<file path="src/rtl/req_gnt_liveness_mon.sv">
`default_nettype none
// ============================================================================
// Module      : req_gnt_liveness_mon
// Description : Multi-channel request/grant liveness monitor with a bounded
//               grant window, pass/timeout pulses, sticky errors, saturating
//               counters and per-channel latency tracking.
// Revision    : 1.0 - initial release
// ============================================================================
module req_gnt_liveness_mon #(
    parameter int NUM_CH   = 4,
    parameter int MAX_WAIT = 8,
    parameter int LAT_W    = 4,
    parameter int CNT_W    = 16
) (
    input  logic                     clk,
    input  logic                     rst,
    input  logic [NUM_CH-1:0]        en,
    input  logic [NUM_CH-1:0]        req,
    input  logic [NUM_CH-1:0]        gnt,
    input  logic                     clr,
    output logic [NUM_CH-1:0]        pass_pulse,
    output logic [NUM_CH-1:0]        timeout_pulse,
    output logic [NUM_CH-1:0]        err_sticky,
    output logic [NUM_CH-1:0]        busy,
    output logic [NUM_CH*LAT_W-1:0]  last_lat,
    output logic [NUM_CH*LAT_W-1:0]  max_lat,
    output logic [CNT_W-1:0]         pass_cnt,
    output logic [CNT_W-1:0]         fail_cnt
);

    localparam logic [1:0] C_ST_IDLE    = 2'd0;
    localparam logic [1:0] C_ST_WAIT    = 2'd1;
    localparam logic [1:0] C_ST_TIMEOUT = 2'd2;

    localparam int PC_W  = $clog2(NUM_CH + 1);
    localparam int SUM_W = ((CNT_W > PC_W) ? CNT_W : PC_W) + 1;

    localparam logic [LAT_W-1:0] C_MAX_WAIT = LAT_W'(MAX_WAIT);
    localparam logic [LAT_W-1:0] C_LAT_ONE  = LAT_W'(1);
    localparam logic [CNT_W-1:0] C_CNT_MAX  = {CNT_W{1'b1}};

    logic [NUM_CH-1:0][1:0]       r_state,    w_state_nxt;
    logic [NUM_CH-1:0][LAT_W-1:0] r_cnt,      w_cnt_nxt;
    logic [NUM_CH-1:0][LAT_W-1:0] r_last_lat, w_last_lat_nxt;
    logic [NUM_CH-1:0][LAT_W-1:0] r_max_lat,  w_max_lat_nxt;
    logic [NUM_CH-1:0]            r_pass,     w_pass;
    logic [NUM_CH-1:0]            r_to,       w_to;
    logic [NUM_CH-1:0]            r_err,      w_err_nxt;
    logic [NUM_CH-1:0]            r_busy,     w_busy_nxt;
    logic [CNT_W-1:0]             r_pass_cnt, w_pass_cnt_nxt;
    logic [CNT_W-1:0]             r_fail_cnt, w_fail_cnt_nxt;

    logic [PC_W-1:0]              w_pass_pop, w_to_pop;
    logic [SUM_W-1:0]             w_pass_sum, w_fail_sum;
    logic [LAT_W-1:0]             w_max_base;

    // Per-channel window FSM; disable overrides every other transition.
    always_comb begin
        for (int i = 0; i < NUM_CH; i++) begin
            w_state_nxt[i] = r_state[i];
            w_cnt_nxt[i]   = r_cnt[i];
            w_pass[i]      = 1'b0;
            w_to[i]        = 1'b0;
            if (!en[i]) begin
                w_state_nxt[i] = C_ST_IDLE;
                w_cnt_nxt[i]   = '0;
            end else begin
                case (r_state[i])
                    C_ST_IDLE: begin
                        if (req[i]) begin
                            w_state_nxt[i] = C_ST_WAIT;
                            w_cnt_nxt[i]   = C_LAT_ONE;
                        end
                    end
                    C_ST_WAIT: begin
                        if (gnt[i]) begin
                            w_pass[i] = 1'b1;
                            if (req[i]) begin
                                w_cnt_nxt[i] = C_LAT_ONE;
                            end else begin
                                w_state_nxt[i] = C_ST_IDLE;
                                w_cnt_nxt[i]   = '0;
                            end
                        end else if (r_cnt[i] == C_MAX_WAIT) begin
                            w_to[i]        = 1'b1;
                            w_state_nxt[i] = C_ST_TIMEOUT;
                        end else begin
                            w_cnt_nxt[i] = r_cnt[i] + C_LAT_ONE;
                        end
                    end
                    C_ST_TIMEOUT: begin
                        if (gnt[i]) begin
                            if (req[i]) begin
                                w_state_nxt[i] = C_ST_WAIT;
                                w_cnt_nxt[i]   = C_LAT_ONE;
                            end else begin
                                w_state_nxt[i] = C_ST_IDLE;
                                w_cnt_nxt[i]   = '0;
                            end
                        end
                    end
                    default: begin
                        w_state_nxt[i] = C_ST_IDLE;
                        w_cnt_nxt[i]   = '0;
                    end
                endcase
            end
            w_busy_nxt[i] = (w_state_nxt[i] != C_ST_IDLE);
        end
    end

    // Same-cycle events take priority over clr.
    always_comb begin
        w_pass_pop = '0;
        w_to_pop   = '0;
        w_max_base = '0;
        for (int i = 0; i < NUM_CH; i++) begin
            w_pass_pop = w_pass_pop + PC_W'(w_pass[i]);
            w_to_pop   = w_to_pop   + PC_W'(w_to[i]);
            w_err_nxt[i]      = w_to[i] | (r_err[i] & ~clr);
            w_last_lat_nxt[i] = w_pass[i] ? r_cnt[i] : r_last_lat[i];
            w_max_base        = clr ? '0 : r_max_lat[i];
            w_max_lat_nxt[i]  = (w_pass[i] && (r_cnt[i] > w_max_base)) ? r_cnt[i] : w_max_base;
        end
        w_pass_sum = SUM_W'(clr ? '0 : r_pass_cnt) + SUM_W'(w_pass_pop);
        w_fail_sum = SUM_W'(clr ? '0 : r_fail_cnt) + SUM_W'(w_to_pop);
        w_pass_cnt_nxt = (w_pass_sum > SUM_W'(C_CNT_MAX)) ? C_CNT_MAX : w_pass_sum[CNT_W-1:0];
        w_fail_cnt_nxt = (w_fail_sum > SUM_W'(C_CNT_MAX)) ? C_CNT_MAX : w_fail_sum[CNT_W-1:0];
    end

    always_ff @(posedge clk) begin
        if (rst) begin
            r_state    <= '0;
            r_cnt      <= '0;
            r_last_lat <= '0;
            r_max_lat  <= '0;
            r_pass     <= '0;
            r_to       <= '0;
            r_err      <= '0;
            r_busy     <= '0;
            r_pass_cnt <= '0;
            r_fail_cnt <= '0;
        end else begin
            r_state    <= w_state_nxt;
            r_cnt      <= w_cnt_nxt;
            r_last_lat <= w_last_lat_nxt;
            r_max_lat  <= w_max_lat_nxt;
            r_pass     <= w_pass;
            r_to       <= w_to;
            r_err      <= w_err_nxt;
            r_busy     <= w_busy_nxt;
            r_pass_cnt <= w_pass_cnt_nxt;
            r_fail_cnt <= w_fail_cnt_nxt;
        end
    end

    assign pass_pulse    = r_pass;
    assign timeout_pulse = r_to;
    assign err_sticky    = r_err;
    assign busy          = r_busy;
    assign last_lat      = r_last_lat;
    assign max_lat       = r_max_lat;
    assign pass_cnt      = r_pass_cnt;
    assign fail_cnt      = r_fail_cnt;

endmodule
`default_nettype wire
</file>
<file path="config.mk">
export PLATFORM = sky130hd
export DESIGN_NAME = req_gnt_liveness_mon
export DESIGN_NICKNAME = d
export VERILOG_FILES = /design/src/rtl/req_gnt_liveness_mon.sv
export SDC_FILE = /design/constraint.sdc
export NUM_CORES = 1
export LEC_CHECK = 0
export CORE_ASPECT_RATIO = 1.75
export CORE_MARGIN = 1
export CORE_UTILIZATION = 53
export CTS_CLUSTER_SIZE = 16
export DETAILED_ROUTE_END_ITERATION = 6
export HOLD_SLACK_MARGIN = 0.05
export PLACE_DENSITY = 0.88
export REMOVE_ABC_BUFFERS = 1
export SLEW_MARGIN = 15
export SYNTH_ARGS = -nofsm -noshare
export SYNTH_HDL_FRONTEND = slang
export SYNTH_SLANG_ARGS = --single-unit
export TNS_END_PERCENT = 100
</file>
<file path="constraint.sdc">
create_clock -name clk -period 4.63 [get_ports clk]
set_input_delay 1.1575 -clock clk [delete_from_list [all_inputs] [get_ports clk]]
set_output_delay 1.1575 -clock clk [all_outputs]
set_load 0.05 [all_outputs]
</file>
==> impl_metrics.yaml <==
sta:
  post-route-period-util_pct: 88.58
  slew_violations: 0
  fin_worst_skew_ns: 0.008258
  worstMarginPinSlew_ns: 0.6716
  fmax_mhz: 243.8
  fin_ws_ns: 0.5289
  tns_ns: 0
  setup_violations: 0
  fin_crit_ns: 4.101
  holdWs_ns: 0.4552
  slew-limit-headroom_pct: 55.06
  rsz0062_at_grt: "no"
  hold_violations: 0
synthesis:
  synth_flop_cell: "dfxtp_1"
  ys_ff_latch: 104
  synthMuxAreaShare_pct: 4.032
  seq_area_frac_synth_pct: 39.93
  synthesis.area_um2: 5214
  yosysUniqueCellTypes: 66
  synth_xor_area_share_pct: 3.192
  synthAdderAreaFrac_pct: 8.543
  avgSynthCellArea_um2: 8.852
  synth_top_family_by_area: "simple AND/OR/NAND/NOR gates"
  synth_edf_count: 0
  synth_cells: 589
  ys_warn_count: 0
  async_flop_share_pct: 0
  yosys.area_share.simple_pct: 24.77
  synth_compound_area_share_pct: 15.60
worst_setup_path:
  reg2reg_from: "r_state[6]"
  r2r_end: "fail_cnt[14]"
  critPathArrivalTime_ns: 4.36
  critPathKind: "in -> reg"
  path_max_fanout: 8
  rr_worst_depth: 12
  cp-start-kind: "input pin"
  cp.required_ns: 4.89
  r2r_setup_slack_ns: 1.19
  critical_path.endpoint_type: "flop"
routing:
  postRouteAntennaNets: 0
  num_vias: 4699
  routedWlPerCell_um: 16.04
  routed_wl_um: 13010
  first_pass_iters: 5
  drt_iter0_drc: 324
  viasPerCell: 5.794
  remaining_drc_errors: 0
power_and_ir_drop:
  p_leak_nw: 2.368
  sw_frac_of_total_pct: 22.55
  irDropWorstVdd_v: 0.0002163
  power_switching_uw: 412.3
  pwr-share-seq_pct: 49.7
  p_comb_share_pct: 5.4
  powerDensity_nw_per_um2: 276.6
  intPower_mw: 1.416
  p_clk_share_pct: 44.9
finish:
  layout_common_cells: "104 x dfxtp_1, 93 x clkdlybuf4s50_1, 61 x nor2_1"
  syn2layout_area_growth_pct: 26.78
  diodes: 0
  fin_area_um2: 6610
  fillers: 755
  layout-drive-gt1-share_pct: 7.692
  final_common_cell: "dfxtp_1"
  nets: 731
min_path:
  min_to: "err_sticky[0]"
  hp-class: "reg -> reg"
  whs_path_depth: 1
  hp-start: "err_sticky[0]"
grt:
  grt_start_max_net_pins: 37
  grt_overflow: 0
  antenna_found_initial: 0
  grt_pass1_wl_um: 21140
  grt_usage_pct: 25.86
  grt_pass1_vias: 4683
clock_network:
  postCtsSetupRepairBufs: 0
  cts-resized-gates: 0
  cts-root-buf: "clkbuf_16"
  cts_max_level: 3
  holdBufCountCts: 0
  clockBufferDepth: 2
  clk_pin_slew_ns: 0.07
  cts_sinks: 104
  tritoncts: "yes"
  worstSkewPairLatency_ns: 0.35
  cts_made_buffers: 9
floorplan:
  dieHeight_um: 133.2
  initial_utilization_pct: 54.73
  rows: 47
  die_x_um: 76.98
  io_pins: 95
  core_area_um2: 9527
  dieArea_um2: 10250
placement:
  portBuffers: 94
  place_hpwl_um: 9817
  dp_slack_ns: 0.1688
  placed_area_um2: 6289
  place_congestion: 0.9097
outcome:
  status: "finished clean"
run:
  cap_violations: 0
logic make-up (layout without fill, tap and decap cells):
kind of cell	Yosys count	in the layout
buffers and inverters	51	151
XOR/XNOR	19	19
multiplexers	20	20
AND/OR/NAND/NOR	236	236
flip-flops	104	104
AO/OA/AOI/OAI	127	127
adder cells (fa/ha/maj)	32	32
critical path, stage by stage:
cell,delay (ns)
clkdlybuf4s50_1,0.53
nor2b_1,0.29
nand3_1,0.15
fa_1,0.53
fa_1,0.43
inv_1,0.09
fa_1,0.23
and4b_1,0.24
nand3_1,0.18
nor4_2,0.22
nor2_1,0.07
a211oi_1,0.23
registers in the layout, summed over array words and instances (netlist names), 8 cells and up:
signal / count
fail_cnt: 16
last_lat: 16
max_lat: 16
pass_cnt: 16
r_cnt: 16
r_state: 8
stage by stage:
step           util, %  instances  power [mW]
2_1_floorplan        -        569      0.9766
3_3_place_gp     66.01        795       1.023
6_report         69.39        811       1.828
5_1_grt          69.39        811       1.887
3_5_place_dp     66.01        795       1.027
4_1_cts          69.39        811       1.835
area by class of cell:
| class | instances | area, um2 | share of cell area, % |
|---|---|---|---|
| inverter | 31 | 116.4 | 1.760 |
| multi-input combinational | 434 | 2927 | 44.27 |
| sequential | 104 | 2082 | 31.50 |
| tap | 122 | 152.6 | 2.309 |
| clock inverter | 6 | 92.59 | 1.401 |
| timing repair buffer | 104 | 1011 | 15.29 |
| clock buffer | 10 | 229.0 | 3.464 |
per-layer routing:
layer,global-route usage (%),vias up,wire length [um]
met4,14.15,0,418
met5,0,-,0
met1,26.53,2245,5014
li1,-,2264,-
met3,3.904,39,476
met2,49.11,151,7100
how the worst max path moves through the flow:
| stage | to | from | slack [ns] |
|---|---|---|---|
| 2_1_floorplan | fail_cnt[14] | gnt[1] | 0.84 |
| 3_3_place_gp | fail_cnt[15] | gnt[3] | 0.36 |
| 3_5_place_dp | fail_cnt[14] | gnt[3] | 0.17 |
| 4_1_cts | fail_cnt[14] | gnt[3] | 0.53 |
| 5_1_grt | fail_cnt[14] | gnt[3] | 0.25 |
| 6_report | fail_cnt[14] | gnt[3] | 0.53 |
power by group through the flow:
stage	clock network [mW]	logic, mW	registers (mW)
3_3_place_gp	0	0.0951	0.928
4_1_cts	0.828	0.0990	0.908
6_report	0.821	0.0994	0.908
5_1_grt	0.871	0.108	0.908
3_5_place_dp	0	0.0985	0.928
2_1_floorplan	0	0.0402	0.936
Yosys cell counts, drive strengths merged (7+ instances only):
library cell,count,share of area [%]
clkbuf,14,1.0
xnor2,11,1.8
inv,31,2.2
nand3,26,2.5
nor3,15,1.4
a21oi,48,4.8
dfxtp,104,40
nor2b,31,3.7
xor2,8,1.3
mux2i,12,2.3
nand2b,30,3.6
ha,26,6.2
nand2,24,1.8
a21o,7,1.0
and3,7,0.94
nor2,61,4.4
mux2,8,1.7
o21ai,27,2.6
Power figures use the tool's default switching activity.
